**src/rtl/spi_slave_sync_pkg.sv**
```systemverilog
// Shared definitions for the SPI slave front end: FSM encodings, idle levels
// of the raw SPI pins and the saturating bit-counter helper.
`timescale 1ns/1ps
package spi_slave_sync_pkg;

    typedef enum logic [1:0] {
        ST_IDLE   = 2'd0,
        ST_ACTIVE = 2'd1,
        ST_DONE   = 2'd2
    } state_t;

    localparam int MSB_DEFAULT = 16;

    // Levels the raw pins rest at between frames; synchronisers reset to these.
    localparam logic CS_IDLE      = 1'b1;
    localparam logic SPECIAL_IDLE = 1'b1;
    localparam logic CLK_IDLE     = 1'b0;
    localparam logic MOSI_IDLE    = 1'b0;

    localparam int                  BITCNT_W   = 8;
    localparam logic [BITCNT_W-1:0] BITCNT_MAX = {BITCNT_W{1'b1}};

    function automatic logic [BITCNT_W-1:0] sat_inc(input logic [BITCNT_W-1:0] v);
        return (v == BITCNT_MAX) ? v : v + 1'b1;
    endfunction

endpackage

```
**src/rtl/spi_slave_sync_sync_edge.sv**
```systemverilog
// Multi-flop synchroniser with rise/fall detection on the synchronised level.
// Resets to the pin's idle level so a quiet bus produces no spurious edges.
`timescale 1ns/1ps
module spi_slave_sync_sync_edge #(
    parameter int   STAGES  = 2,
    parameter logic RST_VAL = 1'b0
) (
    input  logic clk,
    input  logic rst,
    input  logic din,
    output logic level,
    output logic rise,
    output logic fall
);

    logic [STAGES-1:0] chain;
    logic              prev;

    always_ff @(posedge clk or posedge rst) begin
        if (rst) begin
            chain <= {STAGES{RST_VAL}};
            prev  <= RST_VAL;
        end else begin
            chain <= {chain[STAGES-2:0], din};
            prev  <= chain[STAGES-1];
        end
    end

    assign level = chain[STAGES-1];
    assign rise  = level & ~prev;
    assign fall  = ~level & prev;

endmodule

```
**src/rtl/spi_slave_sync.sv**
```systemverilog
// SPI mode-1 slave oversampled in the system clock domain: deserialises
// special-mode frames into rx_word/rx_valid and shifts tx_word out on MISO.
`timescale 1ns/1ps
module spi_slave_sync
    import spi_slave_sync_pkg::*;
#(
    parameter int MSB         = MSB_DEFAULT,
    parameter int SYNC_STAGES = 2
) (
    input  logic           clk,
    input  logic           rst,
    input  logic           spi_clk,
    input  logic           spi_cs,
    input  logic           spi_mosi,
    input  logic           spi_special,
    output logic           spi_miso,
    input  logic [MSB-1:0] tx_word,
    output logic [MSB-1:0] rx_word,
    output logic           rx_valid,
    output logic           frame_err,
    output logic           busy
);

    localparam logic [BITCNT_W-1:0] MSB_CNT    = BITCNT_W'(MSB);
    localparam logic [BITCNT_W-1:0] SETTLE_CNT = BITCNT_W'(SYNC_STAGES + 1);

    logic clk_lvl, clk_rise, clk_fall;
    logic cs_lvl, cs_rise, cs_fall;
    logic special_lvl, special_rise_unused, special_fall_unused;
    logic mosi_lvl, mosi_rise_unused, mosi_fall_unused;

    spi_slave_sync_sync_edge #(.STAGES(SYNC_STAGES), .RST_VAL(CLK_IDLE)) u_sync_clk (
        .clk   (clk),
        .rst   (rst),
        .din   (spi_clk),
        .level (clk_lvl),
        .rise  (clk_rise),
        .fall  (clk_fall)
    );

    spi_slave_sync_sync_edge #(.STAGES(SYNC_STAGES), .RST_VAL(CS_IDLE)) u_sync_cs (
        .clk   (clk),
        .rst   (rst),
        .din   (spi_cs),
        .level (cs_lvl),
        .rise  (cs_rise),
        .fall  (cs_fall)
    );

    spi_slave_sync_sync_edge #(.STAGES(SYNC_STAGES), .RST_VAL(SPECIAL_IDLE)) u_sync_special (
        .clk   (clk),
        .rst   (rst),
        .din   (spi_special),
        .level (special_lvl),
        .rise  (special_rise_unused),
        .fall  (special_fall_unused)
    );

    spi_slave_sync_sync_edge #(.STAGES(SYNC_STAGES), .RST_VAL(MOSI_IDLE)) u_sync_mosi (
        .clk   (clk),
        .rst   (rst),
        .din   (spi_mosi),
        .level (mosi_lvl),
        .rise  (mosi_rise_unused),
        .fall  (mosi_fall_unused)
    );

    // The synchronisers reset to CS high, so a CS still low at reset release
    // looks like a falling edge. Frames are only accepted once CS has been
    // seen high after the chain holds real samples.
    logic [BITCNT_W-1:0] settle_cnt;
    logic                armed;

    always_ff @(posedge clk or posedge rst) begin
        if (rst) begin
            settle_cnt <= SETTLE_CNT;
            armed      <= 1'b0;
        end else if (settle_cnt != '0) begin
            settle_cnt <= settle_cnt - 1'b1;
        end else if (cs_lvl == CS_IDLE) begin
            armed <= 1'b1;
        end
    end

    state_t state_q, state_d;
    logic   start, shift_in, shift_out, finish;
    logic   frame_sel;

    assign frame_sel = armed && cs_fall && (special_lvl != SPECIAL_IDLE);

    always_ff @(posedge clk or posedge rst) begin
        if (rst) begin
            state_q <= ST_IDLE;
        end else begin
            state_q <= state_d;
        end
    end

    always_comb begin
        state_d = state_q;
        case (state_q)
            ST_IDLE:   if (frame_sel) state_d = ST_ACTIVE;
            ST_ACTIVE: if (cs_rise)   state_d = ST_DONE;
            ST_DONE:   state_d = ST_IDLE;
            default:   state_d = ST_IDLE;
        endcase
    end

    // A CS rise in the same cycle as an SCLK edge ends the frame; the clock edge is dropped.
    always_comb begin
        start     = 1'b0;
        shift_in  = 1'b0;
        shift_out = 1'b0;
        finish    = 1'b0;
        busy      = 1'b0;
        case (state_q)
            ST_IDLE: start = frame_sel;
            ST_ACTIVE: begin
                busy      = 1'b1;
                shift_in  = clk_fall && !cs_rise;
                shift_out = clk_rise && !cs_rise;
            end
            ST_DONE: finish = 1'b1;
            default: ;
        endcase
    end

    logic [MSB-1:0]      rx_shift;
    logic [MSB-1:0]      tx_shift;
    logic [BITCNT_W-1:0] bitcnt;

    always_ff @(posedge clk or posedge rst) begin
        if (rst) begin
            rx_shift  <= '0;
            tx_shift  <= '0;
            bitcnt    <= '0;
            rx_word   <= '0;
            rx_valid  <= 1'b0;
            frame_err <= 1'b0;
            spi_miso  <= 1'b0;
        end else begin
            rx_valid  <= 1'b0;
            frame_err <= 1'b0;
            if (start) begin
                tx_shift <= tx_word;
                rx_shift <= '0;
                bitcnt   <= '0;
            end
            if (shift_in) begin
                rx_shift <= {rx_shift[MSB-2:0], mosi_lvl};
                bitcnt   <= sat_inc(bitcnt);
            end
            if (shift_out) begin
                spi_miso <= tx_shift[MSB-1];
                tx_shift <= {tx_shift[MSB-2:0], 1'b0};
            end
            if (finish) begin
                spi_miso <= 1'b0;
                if (bitcnt == MSB_CNT) begin
                    rx_word  <= rx_shift;
                    rx_valid <= 1'b1;
                end else begin
                    frame_err <= 1'b1;
                end
            end
        end
    end

endmodule

```
**config.mk**
```make
export PLATFORM = sky130hd
export DESIGN_NAME = spi_slave_sync
export DESIGN_NICKNAME = d
export VERILOG_FILES = /design/src/rtl/spi_slave_sync_pkg.sv /design/src/rtl/spi_slave_sync_sync_edge.sv /design/src/rtl/spi_slave_sync.sv
export SDC_FILE = /design/constraint.sdc
export NUM_CORES = 1
export LEC_CHECK = 0
export ABC_AREA = 1
export CORE_MARGIN = 4
export CORE_UTILIZATION = 55
export CTS_CLUSTER_SIZE = 30
export DETAILED_ROUTE_END_ITERATION = 16
export MAX_ROUTING_LAYER = met4
export PLACE_DENSITY = 0.79
export SYNTH_ARGS = -nofsm -noshare
export SYNTH_HDL_FRONTEND = slang
export SYNTH_SLANG_ARGS = --single-unit
```
**constraint.sdc**
```tcl
create_clock -name clk -period 3.4 [get_ports clk]
set_input_delay 0.68 -clock clk [delete_from_list [all_inputs] [get_ports clk]]
set_output_delay 0.68 -clock clk [all_outputs]
set_load 0.05 [all_outputs]
```
==> results.py, run 1 <==
metrics = {
    "clock_network": {
        "cts.sinks": 80,
        "cts.clk_slew.worst_paths_ps": 80,
        "cts_tree": "done",
        "numCtsBuffers": 9,
        "post_cts_buffers": 0,
        "htree_levels": 3,
        "clkLatencyLatePin_ps": 350,
        "cts-root-buf": "clkbuf_8",
        "max-clock-path-buffers": 2,
        "cts_hold_buf": 0,
        "cts_resized": 0,
    },
    "drt": {
        "drt_wl_total_um": 6550,
        "drtAntennaViolNets": 0,
        "drt_iter0_markers": 110,
        "wl_per_cell_um": 12.9,
        "avgViaCountPerCell": 5.28,
        "drc_errors": 0,
        "firstDrtPassIters": 4,
        "vias": 2675,
    },
    "power_and_ir_drop": {
        "ir_drop_uv": 408,
        "cellPowerDensity_nw_per_um2": 515,
        "p_leak_nw": 2.04,
    },
    "final_layout": {
        "drive_gt1_share_pct": 10.4,
        "final_util_pct": 69.0,
        "area.growth.synth_to_final_pct": 19.3,
        "antennaDiodeCount": 0,
        "nets": 453,
        "fin_cells": 507,
    },
    "yosys": {
        "yosys_register_bits": 80,
        "yosysSeqAreaShare_pct": 57.7,
        "syn_area_sq_um": 3490,
        "synth_compound_area_share_pct": 4.16,
        "post_synth_mux_area_share_pct": 0,
        "synth.area.top_cells": "dfrtp_1, nand3_1, nand2_1",
        "ys.flop_type": "dfrtp_1",
        "synth-xor-area-share_pct": 0.502,
        "synth-async-reset-ratio_pct": 100,
        "syn_nets": 410,
        "yosys.area_share.simple_pct": 29.0,
        "synth_edf_count": 0,
        "synth_fa_ha_area_share_pct": 1.44,
        "yosysUniqueCellTypes": 26,
        "synth.top_cell.area_share_pct": 52.4,
        "ys_warn_count": 0,
        "synth_area_leader_cell": "dfrtp_1",
        "avgSynthCellArea_sq_um": 9.08,
        "synthCells": 384,
        "synth_top_family_by_area": "simple AND/OR/NAND/NOR gates",
    },
    "timing": {
        "holdWs_ps": 354,
        "finalMaxSlewViolations": 0,
        "rsz0062_at_grt": "false",
        "finalSetupViolations": 0,
        "min_period_ps": 2440,
        "hold_violations": 0,
        "fmax_ghz": 0.410,
        "slew-limit-headroom_pct": 46.3,
        "finalSetupTns_ps": 0,
        "tightest_slew_ps": 805,
        "period_share_pct": 71.7,
        "fin_skew_ps": 11.1,
    },
    "global_route": {
        "grt_pass1_wl_um": 11800,
        "grt_max_degree": 39,
        "grt_usage_pct": 20.0,
        "antenna_found_initial": 0,
        "gr-total-overflow": 0,
        "grt_pass1_vias": 2728,
    },
    "worst_setup_path": {
        "crit_path_end_kind": "output port",
        "max_stage_delay_ps": 810,
        "cp_max_fo": 4,
        "critPathKind": "reg2out",
        "start_kind": "flip-flop",
        "crit_buf_inv": 2,
        "crit-reg2reg-capture": "rx_shift[9]$_DFFE_PP0P_",
        "r2r_cells": 5,
        "rr_startpoint": "u_sync_cs.prev$_DFF_PP1_",
        "path_cells": "inv_1, nor2_4, clkdlybuf4s50_1",
        "r2r_slack_ps": 1600,
        "cpMaxStageDelayCell": "clkdlybuf4s50_1",
        "cp_top_family": "buffers and inverters",
        "arrival_ps": 1760,
        "required_ps": 2720,
    },
    "flow_run": {
        "cap_violations": 0,
    },
    "place": {
        "routabilityCongestion": 0.846,
        "dp_hpwl_um": 4520,
        "place_inst": 491,
        "io_buffer_count": 41,
    },
    "run_status": {
        "status": "complete, no violations",
    },
    "worst_hold_path": {
        "holdPathStages": 0,
        "worstHoldStart": "u_sync_clk.chain[0]$_DFF_PP0_",
        "min_to": "u_sync_clk.chain[1]$_DFF_PP0_",
        "hold_class": "reg2reg",
    },
    "floorplan": {
        "initial_core_util_pct": 57.9,
        "die_w_um": 87.6,
        "die_height_um": 87.6,
        "die_area_sq_um": 7680,
        "rows": 28,
        "fp.coreArea_sq_um": 6030,
        "ios": 42,
    },
}
## registers in the layout, summed over array words and instances (netlist names), 2 cells and up
signal and count:
u_sync_mosi.chain 2, rx_word 16, tx_shift 16, u_sync_special.chain 2
bitcnt 8, u_sync_cs.chain 2, rx_shift 16, state_q 2
u_sync_clk.chain 2, settle_cnt 8
## kinds of logic (layout without fill, tap and decap cells)
kind of cell / count (synthesis) / in the layout
compound gates: 25 / 25
flops: 80 / 80
simple gates: 216 / 216
buf+inv: 57 / 105
xor+xnor: 2 / 2
fa+ha+maj: 4 / 4
## synthesized netlist by cell type (all sizes together) (2+ instances only)
library cell,n
ha,4
buf,10
or2,3
nand2,97
xor2,2
nand4,4
nor2,26
o21ai,6
o22ai,14
nand3,85
inv,46
dfrtp,73
a21oi,4
dfstp,7
## metrics by stage
stage,total power [mW],worst slack [ps],cell area [sq um]
5_1_grt,2.24,880,4160
3_3_place_gp,1.39,1330,3940
6_report,2.14,962,4160
2_1_floorplan,1.31,680,3490
3_5_place_dp,1.40,1320,3940
4_1_cts,2.15,937,4160
## report_power, final
| group | total (mW) | internal [mW] | leakage, nW | switching, mW |
|---|---|---|---|---|
| registers | 1.11 | 1.05 | 1.05 | 0.0625 |
| logic | 0.265 | 0.104 | 0.895 | 0.161 |
| clock network | 0.763 | 0.413 | 0.101 | 0.350 |
## layout make-up
cell class,instances,area [sq um]
multi-input combinational,247,1220
sequential,80,2010
clock inverter,7,96.3
fill,495,1870
clock buffer,9,124
timing repair buffer,43,438
inverter,46,173
tap,75,93.8
## metal layers
| layer | part of all wire [%] | up-vias | global-route usage (%) |
|---|---|---|---|
| met2 | 50 | 69 | 32.7 |
| met3 | 4.6 | 14 | 4.14 |
| met1 | 43 | 1261 | 24.2 |
| li1 | - | 1331 | - |
| met5 | 0 | - | - |
| met4 | 2.1 | 0 | 8.23 |
## worst max-delay path by stage
stage | startpoint | endpoint | slack (ps) | cells after the start
6_report | state_q[0]$_DFFE_PP0P_ | busy | 960 | 3
5_1_grt | state_q[0]$_DFFE_PP0P_ | busy | 880 | 3
4_1_cts | state_q[0]$_DFFE_PP0P_ | busy | 940 | 3
3_5_place_dp | state_q[0]$_DFFE_PP0P_ | busy | 1320 | 3
3_3_place_gp | state_q[0]$_DFFE_PP0P_ | busy | 1330 | 3
2_1_floorplan | rst | armed$_DFFE_PP0P_ | 680 | 1
## placed cells by master (no fill, tap or decap), types with 4 or more instances in the layout
cell type,n
a21oi_1,4
clkbuf_8,9
clkdlybuf4s50_1,41
dfrtp_1,73
dfstp_2,7
ha_1,4
inv_1,43
nand2_1,93
nand3_1,83
nand4_1,4
nor2_1,18
nor2_2,4
nor2_4,4
o21ai_0,6
o22ai_1,14
## worst reg2reg max path, delay by kind of cell (launching register included)
kind / cells / cell delay [ps]
buffers and inverters: 1 / 50
AO/OA/AOI/OAI: 1 / 130
flip-flops: 1 / 540
AND/OR/NAND/NOR: 3 / 960
Power figures use the tool's default switching activity.
==> run 2: changes to the inputs <==
Settings changed: CORE_UTILIZATION 55 to 50, PLACE_DENSITY 0.79 to 0.76.
Clock period 3.4 ns to 2.1 ns, I/O delays scaled along.
==> run 2 against run 1 <==
Clock skew is 0.52 ps higher. Register-to-register slack worse by 980 ps. Worst setup slack worse by 810 ps.
==> results.py, run 2 (synthesized netlist as in run 1, its figures left out) <==
metrics = {
    "floorplan": {
        "initial_core_util_pct": 51.3,
        "fp.coreArea_sq_um": 6790,
        "rows": 30,
        "die_height_um": 91.5,
        "ios": 42,
        "die_area_sq_um": 8370,
        "die_w_um": 91.5,
    },
    "final_layout": {
        "final_cell_mix": "nand2_1, nand3_1, dfrtp_1",
        "final_common_cell": "nand2_1",
        "final_util_pct": 62.1,
        "nFillCells": 590,
        "nets": 457,
        "top_regs": "rx_shift x16, rx_word x16, tx_shift x16",
        "antennaDiodeCount": 0,
        "drive_gt1_share_pct": 11.5,
        "area.growth.synth_to_final_pct": 21.1,
    },
    "global_route": {
        "grt_pass1_wl_um": 11300,
        "antenna_found_initial": 0,
        "grt_pass1_vias": 2614,
        "gr-total-overflow": 0,
        "grt_usage_pct": 17.1,
        "grt_max_degree": 81,
    },
    "clock_network": {
        "post_cts_buffers": 0,
        "htree_levels": 3,
        "cts.sinks": 80,
        "clkLatencyLatePin_ps": 350,
        "cts_resized": 0,
        "cts_tree": "done",
        "cts.clk_slew.worst_paths_ps": 90,
        "numCtsBuffers": 9,
        "cts_hold_buf": 0,
        "max-clock-path-buffers": 2,
        "cts-root-buf": "clkbuf_8",
    },
    "drt": {
        "avgViaCountPerCell": 5.11,
        "firstDrtPassIters": 4,
        "drt_iter0_markers": 140,
        "drt_wl_total_um": 6460,
        "wl_per_cell_um": 12.1,
        "drc_errors": 0,
        "drtAntennaViolNets": 0,
        "vias": 2717,
    },
    "timing": {
        "finalSetupViolations": 0,
        "fin_skew_ps": 11.6,
        "tightest_slew_ps": 500,
        "hold_violations": 0,
        "slew-limit-headroom_pct": 66.6,
        "fmax_ghz": 0.512,
        "finalSetupTns_ps": 0,
        "min_period_ps": 1950,
        "finalMaxSlewViolations": 0,
        "period_share_pct": 93.0,
        "rsz0062_at_grt": "false",
    },
    "place": {
        "io_buffer_count": 41,
        "routabilityCongestion": 0.819,
        "dp_hpwl_um": 4230,
    },
    "power_and_ir_drop": {
        "power_mw": 3.51,
        "cellPowerDensity_nw_per_um2": 832,
        "p_leak_nw": 2.07,
        "ir_drop_uv": 529,
    },
    "worst_setup_path": {
        "crit_buf_inv": 1,
        "required_ps": 1680,
        "cpMaxStageDelayCell": "clkdlybuf4s50_1",
        "cp_top_family": "buffers and inverters",
        "critPathKind": "reg2out",
        "cp_max_fo": 2,
        "crit_path_end_kind": "output port",
        "start_kind": "flip-flop",
        "arrival_ps": 1530,
        "max_stage_delay_ps": 810,
        "path_cells": "clkdlybuf4s50_1",
    },
    "run_status": {
        "status": "complete, no violations",
    },
    "flow_run": {
        "cap_violations": 0,
    },
    "worst_hold_path": {
        "hold_class": "reg2reg",
    },
}
## run 2: changes by cell type in the layout (fill, tap and decap cells not counted)
cell,delta
inv_6,+3
clkinv_4,-1
clkinv_2,-1
buf_4,+5
clkdlybuf4s50_1,-1
inv_2,-1
## run 2: metrics by stage
stage / area [sq um] / cells / hold WS, ps / worst slack (ps)
after floorplan: 3490 / 384 / 331 / 680
after global routing: 4220 / 532 / 363 / 106
final: 4220 / 532 / 353 / 148
after global placement: 4000 / 516 / 334 / 558
after detailed placement: 4000 / 516 / 336 / 535
after CTS: 4220 / 532 / 356 / 140
## run 2: path summary, 6_finish.rpt
check / depth (start not counted) / start / to / slack (ps)
min: 0 / u_sync_mosi.chain[0]$_DFF_PP0_ / u_sync_mosi.chain[1]$_DFF_PP0_ / 350
max in group asynchronous: 3 / rst / u_sync_cs.chain[0]$_DFF_PP1_ / 1220
min reg2reg: 0 / u_sync_mosi.chain[0]$_DFF_PP0_ / u_sync_mosi.chain[1]$_DFF_PP0_ / 350
min in group asynchronous: 3 / rst / rx_word[5]$_DFFE_PP0P_ / 510
max reg2reg: 6 / u_sync_cs.prev$_DFF_PP1_ / tx_shift[6]$_DFFE_PP0P_ / 620
max: 1 / rx_word[15]$_DFFE_PP0P_ / rx_word[15] / 150
## run 2: final cells by class
class | count | area [sq um] | area share (%)
multi-input combinational | 247 | 1220 | 29.0
clock buffer | 9 | 124 | 2.93
tap | 96 | 120 | 2.85
inverter | 46 | 176 | 4.18
sequential | 80 | 2010 | 47.6
timing repair buffer | 47 | 465 | 11.0
clock inverter | 7 | 101 | 2.40
## run 2: metal layers
metal  vias up  global-route usage [%]  routed length (um)
li1       1339                       -                   -
met1      1323                    20.8                2830
met2        47                    27.9                3290
met3         8                    4.89                 277
met4         0                    5.03                  57
met5         -                       -                   0
## run 2: power breakdown
group | internal, mW | switching (mW)
combinational | 0.174 | 0.264
sequential | 1.70 | 0.0994
clock | 0.681 | 0.589
==> run 3: changes to the inputs <==
Settings changed: CORE_ASPECT_RATIO set to 1.4, CORE_UTILIZATION 50 to 52, CTS_BUF_LIST set to sky130_fd_sc_hd__clkbuf_8, PLACE_DENSITY 0.76 to 0.78.
==> run 3 against run 2 <==
Worst setup slack gained 4.2 ps. Register-to-register slack got worse by 30 ps. Clock-buffer cell count unchanged. Clock skew decreased by 2.2 ps. Cell count decreased by 3.9%. Clock power about the same. Die area decreased by 3.3%.
==> results.py, run 3 (synthesized netlist as in run 1, its figures left out) <==
metrics = {
    "run_status": {
        "status": "complete, no violations",
    },
    "clock_network": {
        "cts.clk_slew.worst_paths_ps": 90,
        "htree_levels": 3,
        "cts_resized": 0,
        "max-clock-path-buffers": 2,
        "cts-root-buf": "clkbuf_8",
        "numCtsBuffers": 9,
        "cts.sinks": 80,
        "clkLatencyLatePin_ps": 350,
        "cts_hold_buf": 0,
        "cts_tree": "done",
        "post_cts_buffers": 0,
    },
    "timing": {
        "fin_skew_ps": 9.34,
        "worst_slack_ps": 152,
        "tightest_slew_ps": 629,
        "holdWs_ps": 352,
        "finalSetupViolations": 0,
        "fmax_ghz": 0.513,
        "hold_violations": 0,
        "finalSetupTns_ps": 0,
        "min_period_ps": 1950,
        "rsz0062_at_grt": "false",
        "finalMaxSlewViolations": 0,
        "slew-limit-headroom_pct": 58.0,
        "period_share_pct": 92.8,
    },
    "global_route": {
        "grt_usage_pct": 17.6,
        "antenna_found_initial": 0,
        "grt_max_degree": 81,
        "gr-total-overflow": 0,
        "grt_pass1_vias": 2589,
        "grt_pass1_wl_um": 11200,
    },
    "worst_setup_path": {
        "crit_buf_inv": 1,
        "crit_path_end_kind": "output port",
        "required_ps": 1680,
        "start_kind": "flip-flop",
        "arrival_ps": 1530,
        "cp_top_family": "buffers and inverters",
        "path_cells": "clkdlybuf4s50_1",
        "max_stage_delay_ps": 810,
        "cp_max_fo": 2,
        "critPathKind": "reg2out",
        "cpMaxStageDelayCell": "clkdlybuf4s50_1",
    },
    "power_and_ir_drop": {
        "ir_drop_uv": 648,
        "p_leak_nw": 2.07,
        "cellPowerDensity_nw_per_um2": 832,
        "power_mw": 3.50,
    },
    "place": {
        "dp_hpwl_um": 4430,
        "io_buffer_count": 41,
        "routabilityCongestion": 0.789,
        "post-place-ws_ps": 528,
    },
    "final_layout": {
        "drive_gt1_share_pct": 11.7,
        "final_common_cell": "nand2_1",
        "final_util_pct": 64.0,
        "top_regs": "rx_shift x16, rx_word x16, tx_shift x16",
        "antennaDiodeCount": 0,
        "final_cell_mix": "nand2_1, nand3_1, dfrtp_1",
        "area.growth.synth_to_final_pct": 20.5,
        "nets": 458,
        "nFillCells": 563,
    },
    "floorplan": {
        "initial_core_util_pct": 53.1,
        "ios": 42,
        "fp.coreArea_sq_um": 6570,
        "die_w_um": 77.2,
        "rows": 35,
        "die_area_sq_um": 8100,
        "die_height_um": 105,
    },
    "drt": {
        "avgViaCountPerCell": 5.24,
        "wl_per_cell_um": 12.4,
        "drc_errors": 0,
        "drt_iter0_markers": 130,
        "vias": 2680,
        "firstDrtPassIters": 4,
        "drtAntennaViolNets": 0,
        "drt_wl_total_um": 6350,
    },
    "flow_run": {
        "cap_violations": 0,
    },
    "worst_hold_path": {
        "hold_class": "reg2reg",
    },
}
-- run 3: metrics by stage --
stage               instances  cell area (sq um)
floorplan                 384               3490
global placement          495               3980
CTS                       511               4200
global route              511               4200
detailed placement        495               3980
finish                    511               4200
-- run 3: final cells by class --
| class | count | area, sq um | share of cell area, % |
|---|---|---|---|
| multi-input combinational | 247 | 1220 | 29.1 |
| timing repair buffer | 48 | 473 | 11.3 |
| tap | 74 | 92.6 | 2.20 |
| inverter | 46 | 176 | 4.20 |
| sequential | 80 | 2010 | 47.9 |
| clock buffer | 9 | 124 | 2.95 |
| clock inverter | 7 | 101 | 2.41 |
-- run 3: power by group --
group | leakage [nW] | switching, mW | total [mW] | internal, mW
combinational | 0.918 | 0.269 | 0.445 | 0.176
sequential | 1.05 | 0.0979 | 1.80 | 1.70
clock | 0.107 | 0.571 | 1.25 | 0.681
-- run 3: worst paths after layout --
| kind | cells past startpoint | slack (ps) | to | start |
|---|---|---|---|---|
| max | 1 | 150 | spi_miso | spi_miso$_DFFE_PP0P_ |
| min | 0 | 350 | u_sync_clk.chain[1]$_DFF_PP0_ | u_sync_clk.chain[0]$_DFF_PP0_ |
| max reg2reg | 5 | 590 | rx_shift[2]$_DFFE_PP0P_ | u_sync_cs.prev$_DFF_PP1_ |
| min reg2reg | 0 | 350 | u_sync_clk.chain[1]$_DFF_PP0_ | u_sync_clk.chain[0]$_DFF_PP0_ |
| max in group asynchronous | 3 | 1250 | u_sync_cs.prev$_DFF_PP1_ | rst |
| min in group asynchronous | 3 | 510 | settle_cnt[4]$_DFFE_PP0P_ | rst |
-- run 3: per-layer routing --
metal	routed length, um	GRT usage, %	share of wire (%)	vias up
met4	195	10.1	3.1	0
met2	3370	30.4	53	63
met3	228	2.41	3.6	18
li1	-	-	-	1344
met5	0	-	0	-
met1	2560	19.3	40	1255
